===== config.mk =====
export PLATFORM = sky130hd
export DESIGN_NAME = mem_arbiter
export DESIGN_NICKNAME = d
export VERILOG_FILES = /design/src/rtl/mem_arbiter_pkg.sv /design/src/rtl/mem_arbiter_rr_arbiter.sv /design/src/rtl/mem_arbiter.sv
export SDC_FILE = /design/constraint.sdc
export NUM_CORES = 1
export LEC_CHECK = 0
export BUFFER_PORTS_ARGS = -buffer_cell sky130_fd_sc_hd__buf_2
export CORE_MARGIN = 2
export CORE_UTILIZATION = 25
export CTS_BUF_LIST = sky130_fd_sc_hd__clkbuf_4
export DETAILED_ROUTE_END_ITERATION = 10
export GPL_TIMING_DRIVEN = 0
export REMOVE_ABC_BUFFERS = 1
export SETUP_SLACK_MARGIN = 0.15
export SYNTH_ARGS = -nofsm -noshare
export SYNTH_HDL_FRONTEND = slang
export SYNTH_SLANG_ARGS = --single-unit

===== constraint.sdc =====
create_clock -name clk -period 4.05 [get_ports clk]
set_input_delay 0.6075 -clock clk [delete_from_list [all_inputs] [get_ports clk]]
set_output_delay 0.6075 -clock clk [all_outputs]
set_load 0.01 [all_outputs]

===== src/rtl/mem_arbiter_pkg.sv =====
// mem_arbiter_pkg: shared exception codes, width codes, FSM states and region helpers
package mem_arbiter_pkg;
  localparam int EXC_W = 4;
  localparam logic [EXC_W-1:0] EXCEP_OK = 4'h0;
  localparam logic [EXC_W-1:0] EXCEP_ACCESS_FAULT = 4'h5;
  localparam logic [EXC_W-1:0] EXCEP_BUS_TIMEOUT = 4'h6;
  localparam logic [1:0] W_BYTE = 2'd0;
  localparam logic [1:0] W_HALF = 2'd1;
  localparam logic [1:0] W_WORD = 2'd2;
  localparam logic [1:0] W_ILLEGAL = 2'd3;
  typedef enum logic [1:0] {IDLE, BUSY, RESP} state_t;
  function automatic logic in_rgn(input logic [31:0] a, input logic [31:0] base, input logic [31:0] size);
    return (a >= base) && ((a - base) < size);
  endfunction
  function automatic logic overlap(input logic [31:0] ab, input logic [31:0] as, input logic [31:0] bb, input logic [31:0] bs);
    return ({1'b0, ab} < {1'b0, bb} + {1'b0, bs}) && ({1'b0, bb} < {1'b0, ab} + {1'b0, as});
  endfunction
endpackage


===== src/rtl/mem_arbiter_rr_arbiter.sv =====
// rr_arbiter: combinational fixed-priority or round-robin one-hot grant
module rr_arbiter #(
  parameter int N = 2,
  parameter int MODE = 0,
  parameter int LW = (N > 1) ? $clog2(N) : 1
) (
  input  logic [N-1:0]  req,
  input  logic [LW-1:0] last,
  output logic [N-1:0]  grant
);
  int best;
  // Smaller value means higher priority; round-robin rotates so last+1 ranks first
  function automatic int prio(input int j, input logic [LW-1:0] l);
    return (MODE != 0) ? (j + N - 1 - int'(l)) % N : j;
  endfunction
  // Pick the requester with the best rank; ranks are unique so grant is one-hot
  always_comb begin
    best = N;
    for (int j = 0; j < N; j++) if (req[j] && prio(j, last) < best) best = prio(j, last);
    for (int j = 0; j < N; j++) grant[j] = req[j] && (prio(j, last) == best);
  end
endmodule


===== src/rtl/mem_arbiter.sv =====
// mem_arbiter: multi-master arbiter and address decoder for ROM/RAM/IO with fault and timeout trapping
module mem_arbiter
  import mem_arbiter_pkg::*;
#(
  parameter int NUM_MASTERS = 2,
  parameter int ARB_MODE = 0,
  parameter int TIMEOUT = 255,
  parameter logic [31:0] ROM_BASE = 32'h0000_0000,
  parameter logic [31:0] ROM_SIZE = 32'h0001_0000,
  parameter logic [31:0] RAM_BASE = 32'h8000_0000,
  parameter logic [31:0] RAM_SIZE = 32'h0001_0000,
  parameter logic [31:0] IO_BASE = 32'hF000_0000,
  parameter logic [31:0] IO_SIZE = 32'h0000_0100
) (
  input  logic                           clk,
  input  logic                           rst,
  input  logic [32*NUM_MASTERS-1:0]      addr_In,
  input  logic [32*NUM_MASTERS-1:0]      data_In,
  input  logic [2*NUM_MASTERS-1:0]       dataWidth_In,
  input  logic [NUM_MASTERS-1:0]         isRead_In,
  input  logic [NUM_MASTERS-1:0]         inputValid_In,
  output logic [NUM_MASTERS-1:0]         operationOK_Out,
  output logic [32*NUM_MASTERS-1:0]      data_Out,
  output logic [EXC_W*NUM_MASTERS-1:0]   exception_Out,
  output logic                           selROM_Out,
  output logic                           selRAM_Out,
  output logic                           selIO_Out,
  output logic [31:0]                    addrSlave_Out,
  output logic [31:0]                    dataSlave_Out,
  output logic [1:0]                     dataWidthSlave_Out,
  output logic                           isReadSlave_Out,
  input  logic                           ROMFinish_In,
  input  logic                           RAMFinish_In,
  input  logic                           IOFinish_In,
  input  logic [31:0]                    ROMData_In,
  input  logic [31:0]                    RAMData_In,
  input  logic [31:0]                    IOData_In,
  input  logic [EXC_W-1:0]               ROMException_In,
  input  logic [EXC_W-1:0]               RAMException_In,
  input  logic [EXC_W-1:0]               IOException_In
);
  localparam int M = NUM_MASTERS;
  localparam int LW = (M > 1) ? $clog2(M) : 1;

  if (overlap(ROM_BASE, ROM_SIZE, RAM_BASE, RAM_SIZE) || overlap(ROM_BASE, ROM_SIZE, IO_BASE, IO_SIZE) ||
      overlap(RAM_BASE, RAM_SIZE, IO_BASE, IO_SIZE)) begin : g_overlap
    $error("mem_arbiter: address regions overlap");
  end

  state_t state;
  logic [LW-1:0] win, last_grant, gidx;
  logic [31:0] cnt, resp_data, gaddr, gdata, gbase, sdata;
  logic [EXC_W-1:0] resp_exc, sexc;
  logic [M-1:0] grant;
  logic [1:0] gwidth;
  logic gread, in_rom, in_ram, in_io, fin;

  // A master acknowledged last cycle is masked so its still-high valid is not re-granted
  rr_arbiter #(.N(M), .MODE(ARB_MODE)) u_arb (
    .req(inputValid_In & ~operationOK_Out),
    .last(last_grant),
    .grant(grant)
  );

  // Route the winning master's request fields and decode its region
  always_comb begin
    gidx = '0;
    gaddr = '0;
    gdata = '0;
    gwidth = '0;
    gread = 1'b0;
    for (int i = 0; i < M; i++) if (grant[i]) begin
      gidx = LW'(i);
      gaddr = addr_In[i*32 +: 32];
      gdata = data_In[i*32 +: 32];
      gwidth = dataWidth_In[i*2 +: 2];
      gread = isRead_In[i];
    end
    in_rom = in_rgn(gaddr, ROM_BASE, ROM_SIZE);
    in_ram = in_rgn(gaddr, RAM_BASE, RAM_SIZE);
    in_io = in_rgn(gaddr, IO_BASE, IO_SIZE);
    gbase = in_rom ? ROM_BASE : in_ram ? RAM_BASE : IO_BASE;
  end

  assign fin = (selROM_Out & ROMFinish_In) | (selRAM_Out & RAMFinish_In) | (selIO_Out & IOFinish_In);
  assign sdata = selROM_Out ? ROMData_In : selRAM_Out ? RAMData_In : IOData_In;
  assign sexc = selROM_Out ? ROMException_In : selRAM_Out ? RAMException_In : IOException_In;

  // Transaction FSM: grant/decode, wait for the selected slave or timeout, then pulse the response
  always_ff @(posedge clk) begin
    if (rst) begin
      state <= IDLE;
      win <= '0;
      last_grant <= LW'(M - 1);
      cnt <= '0;
      resp_data <= '0;
      resp_exc <= EXCEP_OK;
      operationOK_Out <= '0;
      data_Out <= '0;
      exception_Out <= {M{EXCEP_OK}};
      selROM_Out <= 1'b0;
      selRAM_Out <= 1'b0;
      selIO_Out <= 1'b0;
      addrSlave_Out <= '0;
      dataSlave_Out <= '0;
      dataWidthSlave_Out <= '0;
      isReadSlave_Out <= 1'b0;
    end else begin
      operationOK_Out <= '0;
      case (state)
        IDLE: if (|grant) begin
          win <= gidx;
          if (!(in_rom || in_ram || in_io) || gwidth == W_ILLEGAL) begin
            resp_data <= '0;
            resp_exc <= EXCEP_ACCESS_FAULT;
            state <= RESP;
          end else begin
            selROM_Out <= in_rom;
            selRAM_Out <= in_ram;
            selIO_Out <= in_io;
            addrSlave_Out <= gaddr - gbase;
            dataSlave_Out <= gdata;
            dataWidthSlave_Out <= gwidth;
            isReadSlave_Out <= gread;
            cnt <= '0;
            state <= BUSY;
          end
        end
        BUSY: if (fin || (TIMEOUT != 0 && cnt + 32'd1 == 32'(TIMEOUT))) begin
          resp_data <= fin ? sdata : '0;
          resp_exc <= fin ? sexc : EXCEP_BUS_TIMEOUT;
          selROM_Out <= 1'b0;
          selRAM_Out <= 1'b0;
          selIO_Out <= 1'b0;
          state <= RESP;
        end else cnt <= cnt + 32'd1;
        RESP: begin
          for (int i = 0; i < M; i++) if (win == LW'(i)) begin
            operationOK_Out[i] <= 1'b1;
            data_Out[i*32 +: 32] <= resp_data;
            exception_Out[i*EXC_W +: EXC_W] <= resp_exc;
          end
          last_grant <= win;
          state <= IDLE;
        end
        default: state <= IDLE;
      endcase
    end
  end
endmodule


Yosys cells after proc, flatten, opt, wreduce, memory -nomap -nowiden
Cells that the tools add are included.
- order comparisons: 7
- bitwise operators: 10
- add/sub/neg operators: 4
- reduce and logical (&&, ||, !) cells: 24
- eq/ne operators: 10
- muxes and demuxes: 47
- operator list (kind ; count):
    $mux W32 ; 15
    $pmux W32 S2 ; 2
    $ge A32 B32 Y1 const B ; 2
    $lt A32 B17 Y1 const B ; 2
    $sub A32 B32 Y32 const B ; 2
    $add A32 B1 Y32 const B ; 1
    $eq A2 B32 Y1 const A ; 1
    $eq A32 B8 Y1 const B ; 1
    $ge A32 B1 Y1 const B ; 1
    $logic_not A32 Y1 ; 1
    $lt A2 B32 Y1 const A ; 1
    $lt A32 B9 Y1 const B ; 1
    $sub A32 B32 Y32 ; 1
    $mux W31 ; 1
    $mux W4 ; 6
    $mux W1 ; 12
    $mux W2 ; 6
    $reduce_and A4 Y1 ; 3
    $ne A2 B2 Y1 const B ; 5
    $pmux W4 S2 ; 1
    $reduce_and A2 Y1 ; 4
    $logic_and A1 B1 Y1 ; 6
    $pmux W1 S2 ; 3
    $eq A2 B2 Y1 const B ; 2
    other kinds (13) ; 22
- register bits after elaboration: 215

Logic depth before layout (Yosys ltp)
Gate-level depths: netlist of run 1.
- depth in word-level cells: 20
- depth in mapped cells: 12
- mapped depth without buffers: 10

Hierarchy
From an unflattened synthesis of run 1, not the netlist that was laid out.
- cells, all modules: 1163
- area, all modules: 9825.7 sq um
- by module, submodules not included (module ; instances ; sequential area each (sq um) ; cells each ; area an instance (sq um)):
    mem_arbiter ; 1 ; 4324.1 ; 1161 ; 9815.7
    rr_arbiter ; 1 ; 0.0 ; 2 ; 10.0

Worst setup path before layout of run 1
OpenSTA, ideal clock, no wires.
- path type: register to register
- from: register cnt[3]
- to: register cnt[6]
- period minus slack after synthesis: 3.131 ns
- arrival: 3.013 ns
- stages on the path, launching flop included: 11
- path slack: 0.919 ns
- buffers on the path: 2
- required time: 3.933 ns
- setup time: 0.117 ns
- cells stage by stage: dfxtp_1 -> buf_2 -> nand4_1 -> or4_1 -> clkbuf_1 -> or3_1 -> xnor2_1 -> or3_4 -> nor4_4 -> o21ai_2 -> a32o_1
- word-level cells in the longest chain between the ends: 5
- elaborated cells between the ends (all ways): 7
- those cells by class: add/sub: 1; eq/ne: 2; mux: 2; reduce/logical: 2
- RTL lines (element ; line ; source):
    from (decl) ; mem_arbiter.sv:52 ; logic [31:0] cnt, resp_data, gaddr, gdata, gbase, sdata;
    from (signal assigned) ; mem_arbiter.sv:136 ; end else cnt <= cnt + 32'd1;
    $add A32 B1 Y32 * ; mem_arbiter.sv:129, mem_arbiter.sv:136 ;
    $eq A32 B8 Y1 ; mem_arbiter.sv:129 ; BUSY: if (fin || (TIMEOUT != 0 && cnt + 32'd1 == 32'(TIMEOUT))) begin
    $logic_or A1 B1 Y1 ; mem_arbiter.sv:129 ;
    $ne A2 B2 Y1 (no line) ; n/a ;
    $reduce_and A4 Y1 (no line) ; n/a ;
Mark *: on every way between the ends. The rest lies on a longest branch, timed or not. The select of a mux whose other input is x is not followed.
A chain may end at the register's enable or synchronous reset.

Worst setup path after layout of run 1
- from: register cnt[3]
- to: register cnt[1]
- word-level cells in the longest chain between the ends: 5
- RTL lines (element ; line):
    $add A32 B1 Y32 ; mem_arbiter.sv:129
    $eq A32 B8 Y1 ; mem_arbiter.sv:129
    $logic_or A1 B1 Y1 ; mem_arbiter.sv:129
    $ne A2 B2 Y1 (no line) ; n/a
    $reduce_and A4 Y1 (no line) ; n/a
No other way between the ends.

==> flow_metrics.py, run 1 <==
metrics = {
    "status": {
        "status": "finished clean",
    },
    "setup_path": {
        "crit_fanout": 16,
        "path_cells": "nand4_1 > or4_1 > or3_1 > xnor2_1 > nor4_1 > nand4_4 > buf_4 > nand2_4 > mux2_2",
        "cp-start-kind": "flop",
        "path_buf_inv": 1,
        "arrival_ns": 4.40,
        "required_ns": 4.73,
        "critPathTopFamily": "simple AND/OR/NAND/NOR gates",
        "critPathMaxStageDelay_ns": 0.76,
        "cp-end-kind": "flop",
        "worstSetupPathType": "flop to flop",
        "cpMaxStageDelayCell": "or4_1",
    },
    "synth": {
        "synth_top_family_by_area": "compound AO/OA/AOI/OAI gates",
        "yosys.area_share.xor_xnor_pct": 1.05,
        "synth-simple-area-share_pct": 21.4,
        "muxShareOfSynthArea_pct": 4.02,
        "synth_compound_area_share_pct": 23.6,
        "syn_area_per_cell_um2": 7.81,
        "synth_seq_cells": 215,
        "synthAdderAreaFrac_pct": 0.822,
        "async_flop_share_pct": 0,
        "synth_edf_count": 0,
        "synth_cell_types": 85,
        "syn-instance-count": 1286,
        "ys.flop_type": "dfxtp_1",
        "ys_seq_area_share_pct": 42.8,
        "yosysWarningCount": 0,
        "synthesis.area_um2": 10000,
    },
    "power_and_ir_drop": {
        "p_seq_share_pct": 45.7,
        "leakagePower_nw": 5.46,
        "p_sw_mw": 1.44,
        "p_sw_share_pct": 30.0,
        "comb_power_share_pct": 15.6,
        "clockPowerShare_pct": 38.7,
        "irDropWorstVdd_v": 0.000208,
        "power.internal_mw": 3.37,
        "power.density_nw_per_um2": 358,
    },
    "routing": {
        "via_count": 11121,
        "wl_per_cell_um": 17.0,
        "dr.pass1.iters": 7,
        "drt_iter0_drc": 742,
        "ant_nets": 0,
        "postRouteWirelength_um": 37900,
        "route.detailed.drc": 0,
        "via_per_inst": 5.00,
    },
    "clocking": {
        "cts-root-buf": "clkbuf_4",
        "clk_pin_slew_ns": 0.07,
        "max-clock-path-buffers": 3,
        "cts_tree": "built",
        "h-tree-depth": 2,
        "cts_num_sinks": 215,
        "insertion_delay_ns": 0.78,
        "cts_buffers": 61,
    },
    "die": {
        "die_h_um": 204,
        "dieArea_um2": 41800,
        "coreArea_um2": 39700,
        "initial_core_util_pct": 25.3,
        "rows": 73,
        "die_w_um": 204,
        "pin_count": 393,
    },
    "global_route": {
        "grt_max_degree": 71,
        "gr-usage-all-layers_pct": 17.4,
        "grt_overflow": 0,
        "grt_pass1_wl_um": 56900,
        "antenna_found_initial": 3,
        "grt_pass1_vias": 10339,
    },
    "sta": {
        "hold_viol_final": 0,
        "relSlewSlack_pct": 25.6,
        "tightest_slew_ns": 1.10,
        "max_freq_mhz": 269,
        "rsz0062_at_grt": "no",
        "setup_viol_count_final": 0,
        "fin_crit_ns": 3.72,
        "hold_ws_ns": 0.104,
        "fin_crit_sh_pct": 91.8,
        "timing.final.ws_setup_ns": 0.333,
        "fin_skew_ns": 0.0741,
        "slew_violations": 0,
    },
    "flow_run": {
        "cap_violations": 0,
    },
    "cells_and_area": {
        "final_cells": 2222,
        "area_growth_pct": 33.7,
        "fin_area_um2": 13400,
        "fin_util_pct": 33.8,
        "drive_gt1_share_pct": 32.6,
        "nets": 1914,
    },
    "placement": {
        "dpl.cell_count": 2107,
        "dp_hpwl_um": 26800,
        "port_buffers": 392,
        "dpl-instance-area_um2": 12500,
        "post-place-ws_ns": -1.72,
        "place_congestion": 0.861,
    },
    "hold_path": {
        "hold_path_class": "input port to flop",
    },
}
-- synthesized netlist by cell type, types with 4 or more instances --
master	instances	area [um^2]
dfxtp_1	215	4300
nand2_1	196	736
a21oi_1	174	871
clkbuf_1	91	342
o21ai_0	80	400
o22ai_1	78	488
nor2_1	77	289
inv_1	46	173
nand3_1	40	200
mux2i_1	37	370
nor3_1	30	150
nor4_1	19	119
and3_1	17	106
nand4_1	17	106
buf_2	12	60.1
a31oi_1	10	62.6
a221oi_1	9	78.8
o41ai_1	9	78.8
xnor2_1	7	61.3
a211oi_1	6	45.0
or4_1	6	45.0
buf_1	5	18.8
ha_1	5	62.6
xor2_1	5	43.8
and4_1	4	35.0
buf_4	4	30.0
nor2b_1	4	25.0
or3_1	4	25.0
-- layout make-up --
cell class / instances / area (um^2)
Fill cell: 4230 / 26300
Multi-Input combinational cell: 913 / 5220
Sequential cell: 215 / 4310
Timing Repair Buffer: 421 / 2370
Tap cell: 525 / 657
Clock buffer: 82 / 616
Inverter: 47 / 178
Clock inverter: 16 / 70.1
Antenna cell: 3 / 7.51
-- stage by stage --
step | total power [mW] | TNS (ns)
after floorplan | 2.57 | -36.93
after global routing | 5.11 | 0
final | 4.81 | 0
after CTS | 4.91 | 0
after global placement | 2.92 | -465.18
after detailed placement | 2.97 | -194.06
-- worst reg2reg max path, delay by kind of cell, from the launching register on --
family / cells / cell delay [ns]
xor gates and xnor gates: 1 / 0.17
and+or+nand+nor: 6 / 2.35
buffers and inverters: 1 / 0.19
DFF: 1 / 0.53
muxes: 1 / 0.37
-- cells in the final DEF (no fill, tap or decap), types with 6 or more instances in the layout --
master	Yosys	final
o41ai_1	9	9
nand3_1	40	40
buf_12	0	8
and3_1	17	17
clkinv_1	1	13
inv_1	46	46
xnor2_1	7	7
nor2_1	77	74
a211oi_1	6	6
a31oi_1	10	10
o22ai_1	78	78
a221oi_1	9	9
dfxtp_1	215	213
nand4_1	17	17
or4_1	6	6
mux2i_1	37	36
nor4_1	19	19
nor3_1	30	29
nand2_1	196	195
o21ai_0	80	79
clkbuf_4	0	82
a21oi_1	174	174
buf_2	12	392
buf_4	4	12
-- layer usage --
metal,track usage (%),share of wire [%],vias up
li1,-,-,5398
met1,21.9,41,5155
met2,28.4,48,472
met3,3.64,7.4,94
met4,8.10,4.0,2
met5,0,0.034,-
-- final timing paths --
check | from | endpoint | slack [ns] | depth (start not counted)
worst max register to register | cnt[3]$_SDFFE_PP0P_ | cnt[1]$_SDFFE_PP0P_ | 0.33 | 9
worst min register to register | data_Out[26]$_SDFFE_PP0P_ | data_Out[26]$_SDFFE_PP0P_ | 0.45 | 2
worst max-delay path | cnt[3]$_SDFFE_PP0P_ | cnt[1]$_SDFFE_PP0P_ | 0.33 | 9
worst min-delay path | ROMData_In[27] | resp_data[27]$_SDFFE_PP0P_ | 0.10 | 3
-- flip-flops by register name, summed over array words and instances, names as in the netlist --
signal / cells
exception_Out: 8
dataWidthSlave_Out: 2
operationOK_Out: 2
state: 2
data_Out: 64
addrSlave_Out: 32
dataSlave_Out: 32
win: 1
selIO_Out: 1
resp_exc: 4
isReadSlave_Out: 1
selROM_Out: 1
selRAM_Out: 1
cnt: 32
resp_data: 32
-- power by group through the flow --
stage,Sequential [mW],Clock (mW),Combinational [mW]
floorplan,2.27,0,0.300
global placement,2.28,0,0.634
detailed placement,2.25,0,0.725
CTS,2.20,1.96,0.751
global route,2.20,2.08,0.824
finish,2.20,1.86,0.749
-- cells by family after synthesis --
logic type	after synthesis
AOI/OAI and AO/OA	403
adders and majority gates	6
buffers and inverters	160
DFF	215
and+or+nand+nor	450
muxes	40
xor gates and xnor gates	12
-- timing repair --
item,in CTS,in global routing
endpoints found under the setup margin,140,54
hold buffers,0,0
pin swaps,5,1
resized for setup,10,3
gates cloned,2,0
setup buffers,10,2
(Power assumes the default switching activity.)
==> run 2, diff against run 1 <==
clock period = 3.1 ns   (was 4.05 ns; I/O delays follow)
==> run 2 against run 1 <==
  * Setup slack worse by 0.38 ns
  * Power up 36%
  * The flow now finishes with violations (negative setup slack)
  * Hold slack worse by 0.028 ns
  * Highest routed layer unchanged
  * Non-clock buffer count up 182
  * Flip-flop and latch count unchanged
  * Sequential share of layout area down 4.5 points
  * Maximum frequency up 18%
  * Register-to-register slack worse by 0.38 ns
  * Clock power up 32%
  * Global-route usage up 2.1 points
  * Utilization up 5.9 points
==> flow_metrics.py, run 2 (synthesis gave the netlist of run 1 again) <==
metrics = {
    "status": {
        "status": "finished, violations left",
        "violations": "negative setup slack",
    },
    "cells_and_area": {
        "multi_input_area_um2": 5630,
        "area_growth_pct": 57.0,
        "largest_reg_flops": 64,
        "ff_latch_area_um2": 4360,
        "largest_register": "data_Out",
        "final_common_cell": "buf_2",
        "fill_cells": 3949,
        "fin_util_pct": 39.7,
        "nets": 2097,
        "drive_gt1_share_pct": 35.4,
        "final_cell_mix": "buf_2 (392), dfxtp_1 (195), nand2_1 (192)",
    },
    "clocking": {
        "cts_buffers": 61,
        "cts_num_sinks": 215,
        "cts-root-buf": "clkbuf_4",
        "max-clock-path-buffers": 3,
        "cts_tree": "built",
        "clk_pin_slew_ns": 0.07,
        "insertion_delay_ns": 0.79,
        "h-tree-depth": 2,
    },
    "setup_path": {
        "worstSetupPathType": "flop to flop",
        "critPathMaxStageDelay_ns": 0.62,
        "arrival_ns": 3.77,
        "cp-end-kind": "flop",
        "path_cells": "nand4_1 > or4_4 > or3_4 > xnor2_4 > nor4_4 > nand4_4 > buf_8 > buf_12 > a21oi_4 > buf_12 > o22ai_1",
        "required_ns": 3.73,
        "cp_common_cell": "buf_12",
        "critPathTopFamily": "simple AND/OR/NAND/NOR gates",
        "cpMaxStageDelayCell": "or4_4",
        "crit_fanout": 12,
        "path_buf_inv": 3,
        "cp-start-kind": "flop",
    },
    "sta": {
        "relSlewSlack_pct": 21.4,
        "tightest_slew_ns": 1.17,
        "timing.final.ws_setup_ns": -0.0449,
        "setup_viol_count_final": 34,
        "rsz0062_at_grt": "yes",
        "max_freq_mhz": 318,
        "hold_viol_final": 0,
        "fin_crit_sh_pct": 101,
        "fin_skew_ns": 0.0847,
        "fin_crit_ns": 3.14,
        "slew_violations": 0,
    },
    "power_and_ir_drop": {
        "p_total_mw": 6.55,
        "power.density_nw_per_um2": 415,
        "irDropWorstVdd_v": 0.000323,
        "leakagePower_nw": 6.53,
    },
    "flow_run": {
        "cap_violations": 0,
    },
    "global_route": {
        "grt_overflow": 0,
        "gr-usage-all-layers_pct": 19.4,
        "grt_pass1_wl_um": 63900,
        "grt_max_degree": 71,
        "grt_pass1_vias": 11596,
        "antenna_found_initial": 4,
    },
    "die": {
        "die_w_um": 204,
        "initial_core_util_pct": 25.3,
        "coreArea_um2": 39700,
        "die_h_um": 204,
        "pin_count": 393,
        "rows": 73,
        "dieArea_um2": 41800,
    },
    "routing": {
        "route.detailed.drc": 0,
        "dr.pass1.iters": 5,
        "via_per_inst": 5.07,
        "via_count": 12188,
        "drt_iter0_drc": 908,
        "ant_nets": 0,
        "postRouteWirelength_um": 43500,
        "wl_per_cell_um": 18.1,
    },
    "placement": {
        "place_congestion": 0.861,
        "port_buffers": 392,
        "dp_hpwl_um": 26800,
    },
    "hold_path": {
        "hold_path_class": "input port to flop",
    },
}
==> run 2: worst min-delay path: cells and delay by family <==
kind / cells / cell delay [ns]
buffers and inverters: 1 / 0.12
AND/OR/NAND/NOR: 1 / 0.12
AO/OA/AOI/OAI: 1 / 0.11
==> run 2: routing by layer <==
| layer | GRT usage, % | vias to the layer above | routed length [um] |
|---|---|---|---|
| li1 | - | 5769 | - |
| met1 | 23.6 | 5685 | 17000 |
| met2 | 32.7 | 600 | 21300 |
| met3 | 3.97 | 132 | 3240 |
| met4 | 9.39 | 2 | 1900 |
| met5 | 0 | - | 13 |
==> run 2: through the flow <==
step / hold slack [ns] / worst slack [ns] / cell area (um^2) / setup TNS, ns / instances
floorplan: 0.439 / -1.73 / 9590 / -129.74 / 1173
CTS: 0.00286 / 0.103 / 15500 / 0 / 2389
global route: 0.0172 / -0.110 / 15800 / -2.70 / 2406
global placement: 0.441 / -5.44 / 12200 / -651.47 / 2090
finish: 0.0762 / -0.0449 / 15800 / -0.991 / 2406
detailed placement: 0.442 / -2.53 / 12500 / -307.11 / 2107
==> run 2: final cells by class <==
| type | count | share of cell area [%] |
|---|---|---|
| multi-input cells | 914 | 35.7 |
| well taps | 525 | 4.16 |
| diodes | 4 | 0.0634 |
| flip-flops and latches | 215 | 27.6 |
| repair buffers | 603 | 27.0 |
| clock inverters | 16 | 0.444 |
| inverters | 47 | 1.13 |
| clock buffers | 82 | 3.90 |
==> run 2: what timing repair did <==
action	in CTS	in global routing
hold endpoints to repair	82	0
setup buffers	49	11
setup endpoints to repair	140	88
cloned	5	2
resized for setup	87	34
hold buffers	130	0
pin swaps	23	20
==> run 2: report_power, final <==
part           total, mW  switching, mW  internal, mW
registers           2.87         0.0690          2.80
logic               1.23          0.668         0.560
clock network       2.45           1.25          1.21
total               6.55           1.98          4.57
==> run 2: worst paths after layout <==
check / start / end / slack [ns] / cells after the start
min reg2reg: data_Out[26]$_SDFFE_PP0P_ / data_Out[26]$_SDFFE_PP0P_ / 0.45 / 2
max reg2reg: cnt[0]$_SDFFE_PP0P_ / resp_data[12]$_SDFFE_PP0P_ / -0.04 / 11
max: cnt[0]$_SDFFE_PP0P_ / resp_data[12]$_SDFFE_PP0P_ / -0.04 / 11
min: addr_In[9] / addrSlave_Out[9]$_SDFFE_PP0P_ / 0.08 / 3
